[src/rtl/usr_irq_hub_if.sv]
// rtl/usr_irq_hub_if.sv - signal bundle between the register/DMA side and usr_irq_hub
//
// Signals (C_CH_NUM channels, C_CNT_W-bit counters):
//   irq_evt, irq_mask    event pulses and per-channel discard mask
//   ctrl_wr/ctrl_ch/ctrl_cmd  one-cycle command strobe, channel index, opcode
//   usr_irq_ack          per-channel ack from the PCIe DMA core
//   usr_irq_req          per-channel interrupt request to the PCIe DMA core
//   irq_pend, pend_cnt, cnt_ovf, to_err  status back to the register block
// master: the side that drives events/commands/acks; slave: the hub.
interface usr_irq_hub_if #(
    parameter int C_CH_NUM = 3,
    parameter int C_CNT_W  = 8
) ();
    logic [C_CH_NUM-1:0]         irq_evt;
    logic [C_CH_NUM-1:0]         irq_mask;
    logic                        ctrl_wr;
    logic [3:0]                  ctrl_ch;
    logic [1:0]                  ctrl_cmd;
    logic [C_CH_NUM-1:0]         usr_irq_ack;
    logic [C_CH_NUM-1:0]         usr_irq_req;
    logic [C_CH_NUM-1:0]         irq_pend;
    logic [C_CH_NUM*C_CNT_W-1:0] pend_cnt;
    logic [C_CH_NUM-1:0]         cnt_ovf;
    logic [C_CH_NUM-1:0]         to_err;

    modport master (
        output irq_evt, irq_mask, ctrl_wr, ctrl_ch, ctrl_cmd, usr_irq_ack,
        input  usr_irq_req, irq_pend, pend_cnt, cnt_ovf, to_err
    );

    modport slave (
        input  irq_evt, irq_mask, ctrl_wr, ctrl_ch, ctrl_cmd, usr_irq_ack,
        output usr_irq_req, irq_pend, pend_cnt, cnt_ovf, to_err
    );
endinterface

[src/rtl/usr_irq_hub.sv]
// rtl/usr_irq_hub.sv - per-channel user interrupt request hub for the PCIe DMA core
//
// Ports:
//   clk      single clock (PCIe user clock domain)
//   rst_n    synchronous active-low reset
//   irq_bus  usr_irq_hub_if.slave: events, mask, commands, acks in;
//            requests, pending flags, event counters, sticky flags out
// Each channel runs IDLE -> PEND -> (ARM) REQ -> (ack) SERV, with CLEAR
// returning it to IDLE (or PEND when an event lands in the same cycle).
module usr_irq_hub #(
    parameter int C_CH_NUM  = 3,
    parameter int C_CNT_W   = 8,
    parameter int C_TIMEOUT = 0
) (
    input  logic         clk,
    input  logic         rst_n,
    usr_irq_hub_if.slave irq_bus
);
    localparam logic [1:0] S_IDLE = 2'd0;
    localparam logic [1:0] S_PEND = 2'd1;
    localparam logic [1:0] S_REQ  = 2'd2;
    localparam logic [1:0] S_SERV = 2'd3;

    // Cycles-in-REQ counter runs 0..C_TIMEOUT-1, so the request is held for
    // exactly C_TIMEOUT cycles before it is abandoned.
    localparam int                 C_TW      = (C_TIMEOUT > 1) ? $clog2(C_TIMEOUT) : 1;
    localparam logic [C_TW-1:0]    C_TO_LAST = C_TW'((C_TIMEOUT > 0) ? C_TIMEOUT - 1 : 0);
    localparam logic [C_CNT_W-1:0] C_CNT_MAX = '1;

    logic [1:0]                  r_state  [C_CH_NUM];
    logic [1:0]                  w_nxt    [C_CH_NUM];
    logic [C_CNT_W-1:0]          r_cnt    [C_CH_NUM];
    logic [C_TW-1:0]             r_to_cnt [C_CH_NUM];
    logic [C_CH_NUM-1:0]         r_ovf;
    logic [C_CH_NUM-1:0]         r_err;
    logic [C_CH_NUM-1:0]         w_evt;
    logic [C_CH_NUM-1:0]         w_clr;
    logic [C_CH_NUM-1:0]         w_arm;
    logic [C_CH_NUM-1:0]         w_tmo;
    logic [C_CH_NUM-1:0]         w_req;
    logic [C_CH_NUM-1:0]         w_pend;
    logic [C_CH_NUM*C_CNT_W-1:0] w_cnt_flat;

    // Event qualification and command decode; out-of-range channel indices
    // decode to no channel at all.
    always_comb begin
        w_evt = irq_bus.irq_evt & ~irq_bus.irq_mask;
        w_clr = '0;
        w_arm = '0;
        w_tmo = '0;
        for (int i = 0; i < C_CH_NUM; i++) begin
            if (irq_bus.ctrl_wr && (32'(irq_bus.ctrl_ch) < C_CH_NUM) &&
                (32'(irq_bus.ctrl_ch) == i)) begin
                w_clr[i] = (irq_bus.ctrl_cmd == 2'd1);
                w_arm[i] = (irq_bus.ctrl_cmd == 2'd2);
            end
            w_tmo[i] = (C_TIMEOUT > 0) && (r_state[i] == S_REQ) && (r_to_cnt[i] == C_TO_LAST);
        end
    end

    // Next state: CLEAR overrides everything, an ack beats a same-cycle timeout.
    always_comb begin
        for (int i = 0; i < C_CH_NUM; i++) begin
            w_nxt[i] = r_state[i];
            if (w_clr[i]) begin
                w_nxt[i] = w_evt[i] ? S_PEND : S_IDLE;
            end else begin
                case (r_state[i])
                    S_IDLE:  if (w_evt[i]) w_nxt[i] = S_PEND;
                    S_PEND:  if (w_arm[i]) w_nxt[i] = S_REQ;
                    S_REQ: begin
                        if (irq_bus.usr_irq_ack[i]) w_nxt[i] = S_SERV;
                        else if (w_tmo[i])          w_nxt[i] = S_PEND;
                    end
                    default: w_nxt[i] = r_state[i];
                endcase
            end
        end
    end

    always_ff @(posedge clk) begin
        for (int i = 0; i < C_CH_NUM; i++) begin
            if (!rst_n) r_state[i] <= S_IDLE;
            else        r_state[i] <= w_nxt[i];
        end
    end

    // Event counters, sticky flags and the REQ dwell counter. The dwell
    // counter is zero outside REQ, so every entry to REQ restarts it.
    always_ff @(posedge clk) begin
        if (!rst_n) begin
            for (int i = 0; i < C_CH_NUM; i++) begin
                r_cnt[i]    <= '0;
                r_to_cnt[i] <= '0;
            end
            r_ovf <= '0;
            r_err <= '0;
        end else begin
            for (int i = 0; i < C_CH_NUM; i++) begin
                r_to_cnt[i] <= ((r_state[i] == S_REQ) && (w_nxt[i] == S_REQ)) ?
                               r_to_cnt[i] + 1'b1 : '0;
                if (w_clr[i]) begin
                    r_cnt[i] <= {{(C_CNT_W-1){1'b0}}, w_evt[i]};
                    r_ovf[i] <= 1'b0;
                    r_err[i] <= 1'b0;
                end else begin
                    if (w_evt[i]) begin
                        if (r_cnt[i] == C_CNT_MAX) r_ovf[i] <= 1'b1;
                        else                       r_cnt[i] <= r_cnt[i] + 1'b1;
                    end
                    if (w_tmo[i] && !irq_bus.usr_irq_ack[i]) r_err[i] <= 1'b1;
                end
            end
        end
    end

    // Outputs decode registered state only; no input reaches them combinationally.
    always_comb begin
        w_req      = '0;
        w_pend     = '0;
        w_cnt_flat = '0;
        for (int i = 0; i < C_CH_NUM; i++) begin
            w_req[i]                         = (r_state[i] == S_REQ);
            w_pend[i]                        = (r_state[i] != S_IDLE);
            w_cnt_flat[i*C_CNT_W +: C_CNT_W] = r_cnt[i];
        end
    end

    assign irq_bus.usr_irq_req = w_req;
    assign irq_bus.irq_pend    = w_pend;
    assign irq_bus.pend_cnt    = w_cnt_flat;
    assign irq_bus.cnt_ovf     = r_ovf;
    assign irq_bus.to_err      = r_err;
endmodule

[src/flat_wrapper.sv]
// flat-port wrapper written by rule: the top's interface ports become plain ports
module usr_irq_hub_flat 
#(
    parameter int C_CH_NUM  = 3,
    parameter int C_CNT_W   = 8,
    parameter int C_TIMEOUT = 0
)
  (clk, rst_n, irq_bus_irq_evt, irq_bus_irq_mask, irq_bus_ctrl_wr, irq_bus_ctrl_ch, irq_bus_ctrl_cmd, irq_bus_usr_irq_ack, irq_bus_usr_irq_req, irq_bus_irq_pend, irq_bus_pend_cnt, irq_bus_cnt_ovf, irq_bus_to_err);
  usr_irq_hub_if #(.C_CH_NUM(C_CH_NUM), .C_CNT_W(C_CNT_W)) irq_bus_i ();
  input  logic clk;
  input  logic rst_n;
  input wire logic [$bits(irq_bus_i.irq_evt)-1:0] irq_bus_irq_evt;
  input wire logic [$bits(irq_bus_i.irq_mask)-1:0] irq_bus_irq_mask;
  input wire logic [$bits(irq_bus_i.ctrl_wr)-1:0] irq_bus_ctrl_wr;
  input wire logic [$bits(irq_bus_i.ctrl_ch)-1:0] irq_bus_ctrl_ch;
  input wire logic [$bits(irq_bus_i.ctrl_cmd)-1:0] irq_bus_ctrl_cmd;
  input wire logic [$bits(irq_bus_i.usr_irq_ack)-1:0] irq_bus_usr_irq_ack;
  output wire logic [$bits(irq_bus_i.usr_irq_req)-1:0] irq_bus_usr_irq_req;
  output wire logic [$bits(irq_bus_i.irq_pend)-1:0] irq_bus_irq_pend;
  output wire logic [$bits(irq_bus_i.pend_cnt)-1:0] irq_bus_pend_cnt;
  output wire logic [$bits(irq_bus_i.cnt_ovf)-1:0] irq_bus_cnt_ovf;
  output wire logic [$bits(irq_bus_i.to_err)-1:0] irq_bus_to_err;
  assign irq_bus_i.irq_evt = irq_bus_irq_evt;
  assign irq_bus_i.irq_mask = irq_bus_irq_mask;
  assign irq_bus_i.ctrl_wr = irq_bus_ctrl_wr;
  assign irq_bus_i.ctrl_ch = irq_bus_ctrl_ch;
  assign irq_bus_i.ctrl_cmd = irq_bus_ctrl_cmd;
  assign irq_bus_i.usr_irq_ack = irq_bus_usr_irq_ack;
  assign irq_bus_usr_irq_req = irq_bus_i.usr_irq_req;
  assign irq_bus_irq_pend = irq_bus_i.irq_pend;
  assign irq_bus_pend_cnt = irq_bus_i.pend_cnt;
  assign irq_bus_cnt_ovf = irq_bus_i.cnt_ovf;
  assign irq_bus_to_err = irq_bus_i.to_err;
  usr_irq_hub #(.C_CH_NUM(C_CH_NUM), .C_CNT_W(C_CNT_W), .C_TIMEOUT(C_TIMEOUT)) u_core (.clk(clk), .rst_n(rst_n), .irq_bus(irq_bus_i));
endmodule
[config.mk]
export PLATFORM = sky130hd
export DESIGN_NAME = usr_irq_hub_flat
export DESIGN_NICKNAME = d
export VERILOG_FILES = /design/src/rtl/usr_irq_hub_if.sv /design/src/rtl/usr_irq_hub.sv /design/src/flat_wrapper.sv
export SDC_FILE = /design/constraint.sdc
export NUM_CORES = 1
export LEC_CHECK = 0
export ABC_AREA = 1
export BUFFER_PORTS_ARGS = -buffer_cell sky130_fd_sc_hd__buf_2
export CORE_ASPECT_RATIO = 0.75
export CORE_MARGIN = 2
export CORE_UTILIZATION = 53
export CTS_CLUSTER_DIAMETER = 30
export CTS_CLUSTER_SIZE = 28
export DETAILED_ROUTE_END_ITERATION = 8
export GPL_TIMING_DRIVEN = 0
export PLACE_DENSITY = 0.84
export SYNTH_ARGS = -nofsm -noshare
export SYNTH_HDL_FRONTEND = slang
export SYNTH_SLANG_ARGS = --single-unit
[constraint.sdc]
create_clock -name clk -period 4.6 [get_ports clk]
set_input_delay 0.23 -clock clk [delete_from_list [all_inputs] [get_ports clk]]
set_output_delay 0.23 -clock clk [all_outputs]
set_load 0.02 [all_outputs]
Yosys cells after proc, flatten, opt, wreduce, memory -nomap -nowiden
Memory sizes are Yosys's and may differ from the RTL's.
Index checks and enable logic that the tools add are counted.
{"block": "word_totals", "mem_bits_rw": 30, "mem_bits_ro": 0, "output_inout_bits": 36, "wordCells": 110, "reg_bits": 3, "latchBits": 0, "mem_count": 2, "inputBits": 18}
{"block": "classes", "addsub": 3, "mul": 0, "shift": 0, "magnitude_cmp": 1, "mux": 59, "n_reduce_logical": 17, "bitwise_logic": 12, "div": 0, "n_eq_ne": 13}
{"memory": "u_core.r_cnt", "words": 3, "word_bits": 8, "rd": 3, "rd_clocked_by_memory_dff": 0, "write_ports": 3, "line": "usr_irq_hub.sv:32", "text": "logic [C_CNT_W-1:0] r_cnt [C_CH_NUM];"}
{"memory": "u_core.r_state", "words": 3, "word_bits": 2, "rd": 3, "rd_clocked_by_memory_dff": 0, "write_ports": 3, "line": "usr_irq_hub.sv:30", "text": "logic [1:0] r_state [C_CH_NUM];"}
{"operator": "$mux W8", "count": 6}
{"operator": "$mux W1", "count": 35}
{"operator": "$mux W2", "count": 15}
{"operator": "$add A8 B1 Y8 const B", "count": 3}
{"operator": "$eq A8 B8 Y1 const B", "count": 3}
{"operator": "$pmux W2 S3", "count": 3}
{"operator": "$or A1 B1 Y1", "count": 9}
{"operator": "$eq A2 B1 Y1 const B", "count": 4}
{"operator": "$eq A2 B2 Y1 const B", "count": 4}
{"operator": "$logic_not A2 Y1", "count": 3}
{"operator": "$reduce_and A2 Y1", "count": 3}
{"operator": "$reduce_bool A2 Y1", "count": 3}
{"operator": "$reduce_or A2 Y1", "count": 3}
{"operator": "$eq A4 B1 Y1 const B", "count": 1}
{"operator": "$eq A4 B2 Y1 const B", "count": 1}
{"operator": "$logic_and A1 B1 Y1", "count": 4}
{"operator": "$logic_not A4 Y1", "count": 1}
{"operator": "$lt A4 B2 Y1 const B", "count": 1}
{"operator": "$and A3 B3 Y3", "count": 1}
{"operator": "$not A3 Y3", "count": 1}
{"operator": "$not A1 Y1", "count": 1}

Longest topological paths before layout
{"block": "depth", "depth_word": 9, "depth_mapped": 10, "mapped_depth_nobuf": 10}

Worst setup path before layout
Ideal clock, no wire load.
{"block": "synth_timing", "kind": "register -> register", "from": "mem u_core.r_cnt[0][0]", "to": "mem u_core.r_cnt[0][0] (data pin)", "setup_ns": 0.254, "period_less_slack_ns": 1.762, "path_buffers": 0, "t_arrival_ns": 1.509, "stages_incl_launch_ff": 11, "required_ns": 4.346, "setup_slack_ns": 2.838, "path_cell_list": "edfxtp_1 -> ha_1 -> nand3_1 -> nor2_1 -> nand2_1 -> nand2_1 -> nand2_1 -> nand2_1 -> nand3_2 -> inv_1 -> nor2_1"}
{"item": "start: declaration", "line": "usr_irq_hub.sv:32"}

==> results.cfg <==
[setup_path]
cp-end-kind = flip-flop
crit_arrival_ps = 1900
path_buf_inv = 1
crit_start = u_core.r_cnt[0][0]
cpMostUsedCell = nand2_1
cp_cell_sequence = ha_1 -> nand3_1 -> nor2_1 -> nand2_1 -> nand2_1 -> nand2_1 -> nand2_1 -> nand3_2 -> inv_1 -> nor2_1
rr_worst_depth = 10
worst-path-max-fanout = 5
critical_path.max_stage_delay_ps = 420
crit-reg2reg-launch = u_core.r_cnt[0][0]
critPathRequiredTime_ps = 4640
rr_endpoint = u_core.r_cnt[1][0]
crit_path_start_kind = flip-flop
crit_family = simple AND/OR/NAND/NOR gates
rrSetupSlack_ps = 2750
worst_path_max_delay_cell = edfxtp_1
worstSetupPathType = reg -> reg

[global_route]
gr-total-overflow = 0
grt_pass1_wl_um = 7110
antenna_found_initial = 0
grt_pass1_vias = 1710
grt_max_degree = 11
grt.total_usage_pct = 19.4

[power]
power_mw = 0.919
p_per_area_mw_per_mm2 = 351
vdd_drop_max_uv = 205
leakage_nw = 1.28

[floorplanning]
die_h_um = 60.0
placementRows = 20
dieArea_mm2 = 0.00471
ioPinCount = 54
die_w_um = 78.6
core_mm2 = 0.00403
initial_core_util_pct = 54.9

[drt]
drt_iter0_drc = 66
drt-vias-per-instance = 4.82
antenna_left = 0
routed_wl_um = 4100
first_pass_iters = 5
wl_per_cell_um = 10.7
via_count = 1845
drc = 0

[synth]
synth_area_mm2 = 0.00221
yosys.area_share.simple_pct = 31.6
yosys_warnings = 0
yosys.area.top_type = edfxtp_1
synth_fa_ha_area_share_pct = 8.48
yosysSeqAreaShare_pct = 40.7
yosysUniqueCellTypes = 29
synthMuxAreaShare_pct = 0
synthXorXnorAreaFrac_pct = 4.75
synth_edf_count = 24
synth_ff_type = edfxtp_1
synth_compound_area_share_pct = 5.03
synth_top_family_by_area = simple AND/OR/NAND/NOR gates
ys_ff_latch = 33
synth.most_common_cell = nor2_1
synth_top_area_share_pct = 32.6
yosys-top-cells-area = edfxtp_1, nor2_1, ha_1
synth_commonest_cells = nor2_1, nand2_1, inv_1
synth-async-reset-ratio_pct = 0
synthCells = 269
postSynthAreaPerCell_um2 = 8.22

[placed_design]
place_congestion = 0.879
place_ws_ps = 2750
port_buffers = 49
dp_hpwl_um = 3230

[cts]
insertion_delay_ps = 280
clockRootBuffer = clkbuf_8
clk_pin_slew_worst_paths_ps = 70
cts_buffer_depth = 2
clock_sinks = 33
holdBufCountCts = 0
cts-resized-gates = 0
post_cts_buffers = 0
cts_max_level = 2
cts_buffers = 5
cts_tree = done

[worst_hold_path]
hold_path.class = in -> reg
hold_path_depth = 3
holdPathEnd = u_core.r_state[2][0]
min_from = rst_n

[timing]
hold_viol = 0
timing.fmax_mhz = 539
period_minus_slack_ps = 1850
finalSetupViolations = 0
rsz0062_at_grt = false
finClkSkew_ps = 5.22
finalCritPeriodShare_pct = 40.3
finalSetupTns_ps = 0
slew_violations = 0
timing.final.ws_setup_ps = 2750
worst_hold_slack_ps = 274

[outcome]
status = finished clean

[final_layout]
nets = 360
diodes = 0
fin_util_pct = 64.9
drive_gt1_share_pct = 22.0
area_growth_pct = 18.3

[job]
maxCapViolCount = 0
layout by cell type, fill, tap and decap left out:
cell / n
nand3_1: 20
o21a_1: 3
clkinv_2: 2
xnor2_1: 4
nor3_1: 3
edfxtp_1: 24
buf_2: 50
or2_0: 1
nand3_2: 1
or2_2: 1
nand4_4: 2
inv_1: 47
nand2_2: 1
buf_4: 3
a21oi_1: 4
ha_1: 15
clkbuf_8: 5
conb_1: 3
xor2_1: 8
nand2_1: 49
nor3b_1: 2
a31oi_4: 2
clkbuf_1: 1
dfxtp_1: 9
nand3_4: 2
nor2_1: 51
nand4_1: 7
o21ai_0: 4
nor3b_2: 1
nor2_8: 1
nor2_4: 1
a31oi_1: 1
tightest hold or removal path: stages:
cell,delay (ps)
buf_2,150
o21ai_0,90
a31oi_1,40
flip-flops by register name, indices dropped and copies added, names as in the netlist:
register and flops:
u_core.r_state 6, u_core.r_cnt 24, u_core.irq_bus.cnt_ovf 3
logic make-up after synthesis:
logic type               Yosys count
other                              1
XOR/XNOR                          12
buffers and inverters             51
AO/OA/AOI/OAI                     14
flip-flops                        33
AND/OR/NAND/NOR                  143
adder cells (fa/ha/maj)           15
worst max path at each step:
stage | slack [ps] | endpoint | cells after the start
global placement | 2800 | u_core.r_cnt[2][5] | 6
CTS | 2730 | u_core.r_cnt[1][0] | 10
floorplan | 2840 | u_core.r_cnt[0][0] | 10
detailed placement | 2750 | u_core.r_cnt[2][3] | 6
finish | 2750 | u_core.r_cnt[1][0] | 10
global route | 2580 | u_core.r_cnt[1][0] | 10
report_power, final:
part	total, mW	leakage [nW]	internal [mW]	switching [mW]
registers	0.381	0.329	0.352	0.0294
logic	0.328	0.908	0.120	0.207
clock network	0.210	0.0450	0.105	0.105
total	0.919	1.28	0.577	0.342
layout make-up:
class                   instances  area [um2]
plain buffers                   4        27.5
clock buffers                   6        72.6
clock inverters                 2        10.0
fillers                       353        1410
inverters                      47         176
multi-input cells             187        1110
flip-flops and latches         33         901
well taps                      55        68.8
repair buffers                 49         245
metal layers:
layer	routed length [um]	GRT usage (%)
met3	237	4.38
met2	1810	33.1
met1	2000	25.1
met5	0	0
met4	49	6.02
through the flow:
step                      std cells  area [um2]
after floorplan                 271        2220
after global placement          375        2530
after detailed placement        375        2530
after CTS                       383        2620
after global routing            383        2620
final                           383        2620
No activity file was read; power rests on OpenSTA's default activity.
